===== src/rtl/io_mmio_pkg.sv =====
// io_mmio_pkg: I/O-window select bits, read-priority decode and debounce counter sizing
// shared by io_mmio and io_debounce.
package io_mmio_pkg;

    localparam int unsigned IO_IS_BIT   = 8;
    localparam int unsigned IO_LEDS_BIT = 2;
    localparam int unsigned IO_HEX_BIT  = 3;
    localparam int unsigned IO_KEY_BIT  = 4;
    localparam int unsigned IO_SW_BIT   = 5;
    localparam int unsigned IO_EDGE_BIT = 6;
    localparam int unsigned IO_MASK_BIT = 7;

    typedef enum logic [2:0] {
        RdNone,
        RdLeds,
        RdHex,
        RdKey,
        RdSw,
        RdEdge,
        RdMask
    } io_rd_e;

    // Several select bits may be set at once; the lowest address bit wins.
    function automatic io_rd_e io_read_sel(input logic [31:0] addr);
        io_rd_e sel;
        sel = RdNone;
        if (addr[IO_IS_BIT]) begin
            if (addr[IO_LEDS_BIT])      sel = RdLeds;
            else if (addr[IO_HEX_BIT])  sel = RdHex;
            else if (addr[IO_KEY_BIT])  sel = RdKey;
            else if (addr[IO_SW_BIT])   sel = RdSw;
            else if (addr[IO_EDGE_BIT]) sel = RdEdge;
            else if (addr[IO_MASK_BIT]) sel = RdMask;
        end
        return sel;
    endfunction

    function automatic int unsigned io_cnt_width(input int unsigned cycles);
        return (cycles > 1) ? $clog2(cycles) : 1;
    endfunction

endpackage


===== src/rtl/dec7seg.sv =====
// dec7seg: hex digit to active-low 7-segment pattern, seg[6:0] = {g,f,e,d,c,b,a}.
module dec7seg (
    input  logic [3:0] hex,
    output logic [6:0] seg
);

    always_comb begin
        seg = 7'h7F;
        case (hex)
            4'h0: seg = 7'h40;
            4'h1: seg = 7'h79;
            4'h2: seg = 7'h24;
            4'h3: seg = 7'h30;
            4'h4: seg = 7'h19;
            4'h5: seg = 7'h12;
            4'h6: seg = 7'h02;
            4'h7: seg = 7'h78;
            4'h8: seg = 7'h00;
            4'h9: seg = 7'h10;
            4'hA: seg = 7'h08;
            4'hB: seg = 7'h03;
            4'hC: seg = 7'h46;
            4'hD: seg = 7'h21;
            4'hE: seg = 7'h06;
            4'hF: seg = 7'h0E;
            default: seg = 7'h7F;
        endcase
    end

endmodule


===== src/rtl/io_debounce.sv =====
// io_debounce: per-bit 2-flop synchroniser followed by a stability counter; an input is
// accepted once it has differed from the stable value for DEBOUNCE_CYCLES consecutive cycles.
module io_debounce
    import io_mmio_pkg::*;
#(
    parameter int unsigned    WIDTH           = 4,
    parameter int unsigned    DEBOUNCE_CYCLES = 16,
    parameter logic [WIDTH-1:0] RESET_VAL     = '0
) (
    input  logic             clk,
    input  logic             reset,
    input  logic [WIDTH-1:0] din,
    output logic [WIDTH-1:0] stable
);

    localparam int unsigned      CNT_W   = io_cnt_width(DEBOUNCE_CYCLES);
    localparam logic [CNT_W-1:0] CNT_MAX = CNT_W'(DEBOUNCE_CYCLES - 1);

    logic [WIDTH-1:0] sync1_q, sync2_q, stable_q, stable_d;
    logic [CNT_W-1:0] cnt_q [WIDTH];
    logic [CNT_W-1:0] cnt_d [WIDTH];

    always_comb begin
        stable_d = stable_q;
        for (int i = 0; i < WIDTH; i++) begin
            cnt_d[i] = '0;
            if (sync2_q[i] != stable_q[i]) begin
                if (cnt_q[i] == CNT_MAX) begin
                    stable_d[i] = sync2_q[i];
                end else begin
                    cnt_d[i] = cnt_q[i] + 1'b1;
                end
            end
        end
    end

    always_ff @(posedge clk or negedge reset) begin
        if (!reset) begin
            sync1_q  <= RESET_VAL;
            sync2_q  <= RESET_VAL;
            stable_q <= RESET_VAL;
            for (int i = 0; i < WIDTH; i++) begin
                cnt_q[i] <= '0;
            end
        end else begin
            sync1_q  <= din;
            sync2_q  <= sync1_q;
            stable_q <= stable_d;
            for (int i = 0; i < WIDTH; i++) begin
                cnt_q[i] <= cnt_d[i];
            end
        end
    end

    assign stable = stable_q;

endmodule


===== src/rtl/io_mmio.sv =====
// io_mmio: memory-mapped LED/HEX/KEY/SW controller for the CPU I/O window (addr[8] set).
// Define IO_MMIO_IRQ_EN to build the interrupt mask register and the irq output.
module io_mmio
    import io_mmio_pkg::*;
#(
    parameter int unsigned NUM_LEDS        = 10,
    parameter int unsigned NUM_HEX         = 6,
    parameter int unsigned NUM_KEYS        = 4,
    parameter int unsigned NUM_SW          = 10,
    parameter int unsigned DEBOUNCE_CYCLES = 16
) (
    input  logic                  clk,
    input  logic                  reset,
    input  logic [31:0]           addr,
    input  logic [31:0]           writedata,
    input  logic                  memwrite,
    output logic [31:0]           rdata,
    input  logic [NUM_KEYS-1:0]   key_in,
    input  logic [NUM_SW-1:0]     sw_in,
    output logic [NUM_LEDS-1:0]   ledr,
    output logic [7*NUM_HEX-1:0]  hex_seg,
    output logic                  irq
);

    logic                   wr_en;
    logic [NUM_LEDS-1:0]    led_q;
    logic [4*NUM_HEX-1:0]   hex_q;
    logic [NUM_KEYS-1:0]    key_stable, key_level, key_prev_q;
    logic [NUM_KEYS-1:0]    edge_q, edge_d, edge_clr, mask_rd;
    logic [NUM_SW-1:0]      sw_stable;
    logic                   unused_bits;

    assign wr_en       = memwrite & addr[IO_IS_BIT];
    assign unused_bits = ^{addr, writedata};

    io_debounce #(
        .WIDTH           (NUM_KEYS),
        .DEBOUNCE_CYCLES (DEBOUNCE_CYCLES),
        .RESET_VAL       ({NUM_KEYS{1'b1}})
    ) u_key_db (
        .clk    (clk),
        .reset  (reset),
        .din    (key_in),
        .stable (key_stable)
    );

    io_debounce #(
        .WIDTH           (NUM_SW),
        .DEBOUNCE_CYCLES (DEBOUNCE_CYCLES),
        .RESET_VAL       ({NUM_SW{1'b0}})
    ) u_sw_db (
        .clk    (clk),
        .reset  (reset),
        .din    (sw_in),
        .stable (sw_stable)
    );

    assign key_level = ~key_stable;

    // A press (stable 1->0) outranks a W1C clear landing in the same cycle.
    assign edge_clr = (wr_en && addr[IO_EDGE_BIT]) ? writedata[NUM_KEYS-1:0] : '0;
    assign edge_d   = (edge_q & ~edge_clr) | (key_prev_q & ~key_stable);

    always_ff @(posedge clk or negedge reset) begin
        if (!reset) begin
            led_q      <= '0;
            hex_q      <= '0;
            key_prev_q <= '1;
            edge_q     <= '0;
        end else begin
            if (wr_en && addr[IO_LEDS_BIT]) led_q <= writedata[NUM_LEDS-1:0];
            if (wr_en && addr[IO_HEX_BIT])  hex_q <= writedata[4*NUM_HEX-1:0];
            key_prev_q <= key_stable;
            edge_q     <= edge_d;
        end
    end

`ifdef IO_MMIO_IRQ_EN
    logic [NUM_KEYS-1:0] mask_q;
    logic                irq_q;

    always_ff @(posedge clk or negedge reset) begin
        if (!reset) begin
            mask_q <= '0;
            irq_q  <= 1'b0;
        end else begin
            if (wr_en && addr[IO_MASK_BIT]) mask_q <= writedata[NUM_KEYS-1:0];
            irq_q <= |(edge_q & mask_q);
        end
    end

    assign mask_rd = mask_q;
    assign irq     = irq_q;
`else
    assign mask_rd = '0;
    assign irq     = 1'b0;
`endif

    always_comb begin
        rdata = '0;
        case (io_read_sel(addr))
            RdLeds:  rdata = 32'(led_q);
            RdHex:   rdata = 32'(hex_q);
            RdKey:   rdata = 32'(key_level);
            RdSw:    rdata = 32'(sw_stable);
            RdEdge:  rdata = 32'(edge_q);
            RdMask:  rdata = 32'(mask_rd);
            default: rdata = '0;
        endcase
    end

    assign ledr = led_q;

    for (genvar i = 0; i < NUM_HEX; i++) begin : g_hex
        dec7seg u_dec7seg (
            .hex (hex_q[4*i +: 4]),
            .seg (hex_seg[7*i +: 7])
        );
    end

endmodule


===== config.mk =====
export PLATFORM = sky130hd
export DESIGN_NAME = io_mmio
export DESIGN_NICKNAME = d
export VERILOG_FILES = /design/src/rtl/io_mmio_pkg.sv /design/src/rtl/dec7seg.sv /design/src/rtl/io_debounce.sv /design/src/rtl/io_mmio.sv
export SDC_FILE = /design/constraint.sdc
export NUM_CORES = 1
export LEC_CHECK = 0
export CAP_MARGIN = 20
export CORE_UTILIZATION = 45
export CTS_CLUSTER_DIAMETER = 120
export DETAILED_ROUTE_END_ITERATION = 6
export PLACE_DENSITY = 0.76
export SLEW_MARGIN = 40
export SYNTH_ARGS = -nofsm -noshare
export SYNTH_HDL_FRONTEND = slang
export SYNTH_SLANG_ARGS = --single-unit

===== constraint.sdc =====
create_clock -name clk -period 1.6 [get_ports clk]
set_clock_uncertainty 0.15 [all_clocks]
set_input_delay 0.24 -clock clk [delete_from_list [all_inputs] [get_ports clk]]
set_output_delay 0.24 -clock clk [all_outputs]
set_load 0.1 [all_outputs]

==> impl_results.md <==
* Non-filler instance count after layout at between 1000 and 1500
* Clk sinks at 140
* 1st-iter DRT viols at around 410
* Placed insts at around 1100
* Post-DP HPWL at 14900 um
* Util after Layout at between 80 and 90%
* Initial antenna violation count at 1
* Startpoint Class: register
* Hold Fails Final Rpt at 0
* Synthesized area per cell at ~11 um2
* Remaining DRCs at 0
* DR pass1 iterations at 5
* CP arrival at 1.96 ns
* Chip width at around 130 um
* Cell area power density at about 1400 nW/um2
* Crit-path max FO at 5
* Leak at around 5.5 nW
* Gr usage total at roughly 29%
* Synth cell types at 40
* CTS tree: built
* Port bufs at 122
* Crit. End Element: output pin
* Most used cell along the critical path: inv_4
* DR vias/cell at around 5.5
* Outcome: complete, but fails checks
* Worst path required time at 1.21 ns
* Hold Path Class: in2reg
* GRT met1 Usage at 32.2%
* Asr flop ratio synth at 100%
* Yosys warnings at 0
* Failing checks: negative setup slack
* FILL cells at roughly 760
* Htree depth at 4
* WL final at around 24000 um
* RePlAce Congestion at around 0.87
* Worst setup path category: reg2out
* Gr ovfl total at 0
* Maximum capacitance violations at 0
* Height of the die at between 100 and 150 um
* Final setup viols at 66
* Area Growth Syn to Fin at 76.6%
* Area of the die at about 17000 um2
* Vias at 6364
* Worst skew pair latency at roughly 0.42 ns
* TritonCTS Buffers at 17
* Final min period at around 2.3 ns
* Peak supply drop at around 1.0 mV
* Met2 usage at a little over half
* Clock Tree Root: clkbuf_16
* Post-route antenna net violation count at 0
* Boundary Pins at ~170
* Global-route wire length before repair at around 36000 um
* Layout cells sized above 1 at a little under 60%
* Main synth FF type: dfrtp_1
* FP Rows at 46
* Reg clk slew, reported paths at 0.06 ns
* Largest net degree at the start of global routing at 50
* Final period utilization at 147%
* Cell area after synthesis at just over 7000 um2
* Initial Util at 46.0%
* Max stage delay cell, worst path: mux4_2
* Avg WL per Cell at approximately 21 um
* #FFs+latches synth at between 100 and 150
* Area after DPL at 11100 um2
* Fin area at between 10000 and 15000 um2
* Worst r2r path cells at 4
* Core area at 15800 um2
* Fmax at approximately 0.43 GHz
* Slowest Stage Delay on Critical Path at a little over 0.5 ns
* Number of synthesized flops with an enable pin at 0
* Vias in the first global route at between 6000 and 7000
* Worst hold path stage count at 1
* Synthesized instance count at between 600 and 700
* Grt peak-use layer: met2
* Final net count at approximately 1100
* Worst Slack Setup Final at -0.750 ns
* CP cell instances: inv_4 > ha_4 > inv_4 > mux4_2 > buf_12
* Max Root-Sink Buffers at 2
* Max-slew violations at 0
* Register area share after synthesis at 48.4%
* RSZ-0062 raised after global routing: true
* Grt met3 use at roughly 6.3%
repair_timing:
item	4_1_cts	5_1_grt
endpoints found under the hold margin	139	0
buffers inserted	41	31
gates cloned	1	0
gates resized for setup	135	58
hold buffers	1	0
endpoints found under the setup margin	76	66
pin swaps	44	33
metal layers:
metal | vias to the layer above | routed length (um)
met1 | 3250 | 9130
met3 | 56 | 1100
li1 | 2824 | -
met5 | - | 0
met2 | 234 | 12900
met4 | 0 | 679
cell usage after synthesis, types with 2 or more instances:
cell	count	area (um2)
o21ai_0	37	185
inv_1	41	154
dfstp_2	16	420
nor2b_1	20	125
nand2b_1	5	31.3
a22o_1	11	96.3
or3b_2	6	52.6
a211o_1	2	17.5
and3_1	15	93.8
nand4b_1	14	123
a221o_1	6	60.1
nand2_1	12	45.0
mux2i_1	24	240
xnor2_1	28	245
nor3b_1	14	105
buf_2	5	25.0
ha_1	50	626
mux4_2	6	135
nor3_1	6	30.0
and2_1	2	12.5
dfrtp_1	124	3100
buf_4	9	67.6
a211o_2	2	20.0
nor2_1	44	165
nand3_1	15	75.1
a21oi_1	38	190
mux2_2	50	563
a32o_1	9	90.1
clkbuf_1	13	48.8
nand3b_1	4	30.0
worst max-delay path: cells and delay by family (launching register included):
| family | cells | cell delay (ns) |
|---|---|---|
| fa+ha+maj | 1 | 0.28 |
| buf+inv | 3 | 0.30 |
| flops | 1 | 0.45 |
| mux | 1 | 0.51 |
kinds of logic (layout without fill, tap and decap cells):
group,after synthesis,count (layout),synth area share (%)
flip-flops,140,140,48.4
buffers and inverters,70,364,4.26
AO/OA/AOI/OAI,108,108,9.38
other,1,10,0.0515
XOR/XNOR,28,28,3.37
AND/OR/NAND/NOR,161,161,13.0
adder cells (fa/ha/maj),50,50,8.59
multiplexers,80,80,12.9
through the flow:
stage,hold WS (ns),total power [mW],TNS [ns],worst slack (ns)
detailed placement,0.0261,13.1,-34.23,-0.879
global route,0.0622,19.0,-37.10,-0.793
CTS,0.0655,18.0,-32.39,-0.703
floorplan,-0.206,9.80,-10.30,-0.331
global placement,0.0240,12.9,-30.38,-0.853
finish,0.0797,18.5,-34.06,-0.750
cells in the final DEF, fill, tap and decap left out, types with 9 or more instances in the layout:
master and instances:
nor2b_1 14, xnor2_1 28, clkdlybuf4s50_1 40, dfrtp_2 33
o21ai_0 26, dfstp_2 16, ha_1 19, nor2_1 37
ha_2 10, nor3b_1 14, a22o_4 10, buf_12 83
inv_1 23, conb_1 9, o21ai_4 11, nand3_1 15
ha_4 21, clkbuf_16 17, buf_6 59, mux2_2 47
nand4b_1 14, mux2i_4 14, a21oi_1 31, dfrtp_1 91
buf_4 103, and3_4 9
final cells by class:
| class | instances | area [um2] | share of cell area (%) |
|---|---|---|---|
| clock inverters | 8 | 105 | 0.818 |
| well taps | 216 | 270 | 2.10 |
| repair buffers | 291 | 3560 | 27.7 |
| clock buffers | 24 | 502 | 3.90 |
| diodes | 1 | 2.50 | 0.0195 |
| inverters | 41 | 199 | 1.55 |
| flip-flops and latches | 140 | 3560 | 27.7 |
| multi-input cells | 436 | 4650 | 36.2 |
path summary, 6_finish.rpt:
| kind | startpoint | end | slack, ns |
|---|---|---|---|
| max | hex_q[8] | hex_seg[17] | -0.75 |
| min | key_in[1] | u_key_db.sync1_q[1] | 0.08 |
| max reg2reg | u_sw_db.cnt_q[20] | u_sw_db.cnt_q[23] | 0.01 |
| min reg2reg | u_sw_db.sync1_q[1] | u_sw_db.sync2_q[1] | 0.20 |
| max in group asynchronous | reset | hex_q[13] | 0.52 |
| min in group asynchronous | reset | u_key_db.cnt_q[9] | 0.15 |
where the power goes:
part           switching (mW)  internal, mW
Sequential              0.399          3.87
Combinational            5.83          4.34
Clock                    1.50          2.51
Total                    7.73          10.7
sequential cells by signal, summed over array words and instances (netlist names), 10 cells and up:
register and cells:
u_sw_db.cnt_q 40, hex_q 24, u_key_db.cnt_q 16, ledr 10, u_sw_db.stable 10, u_sw_db.sync1_q 10, u_sw_db.sync2_q 10
No activity file was read; power rests on OpenSTA's default activity.
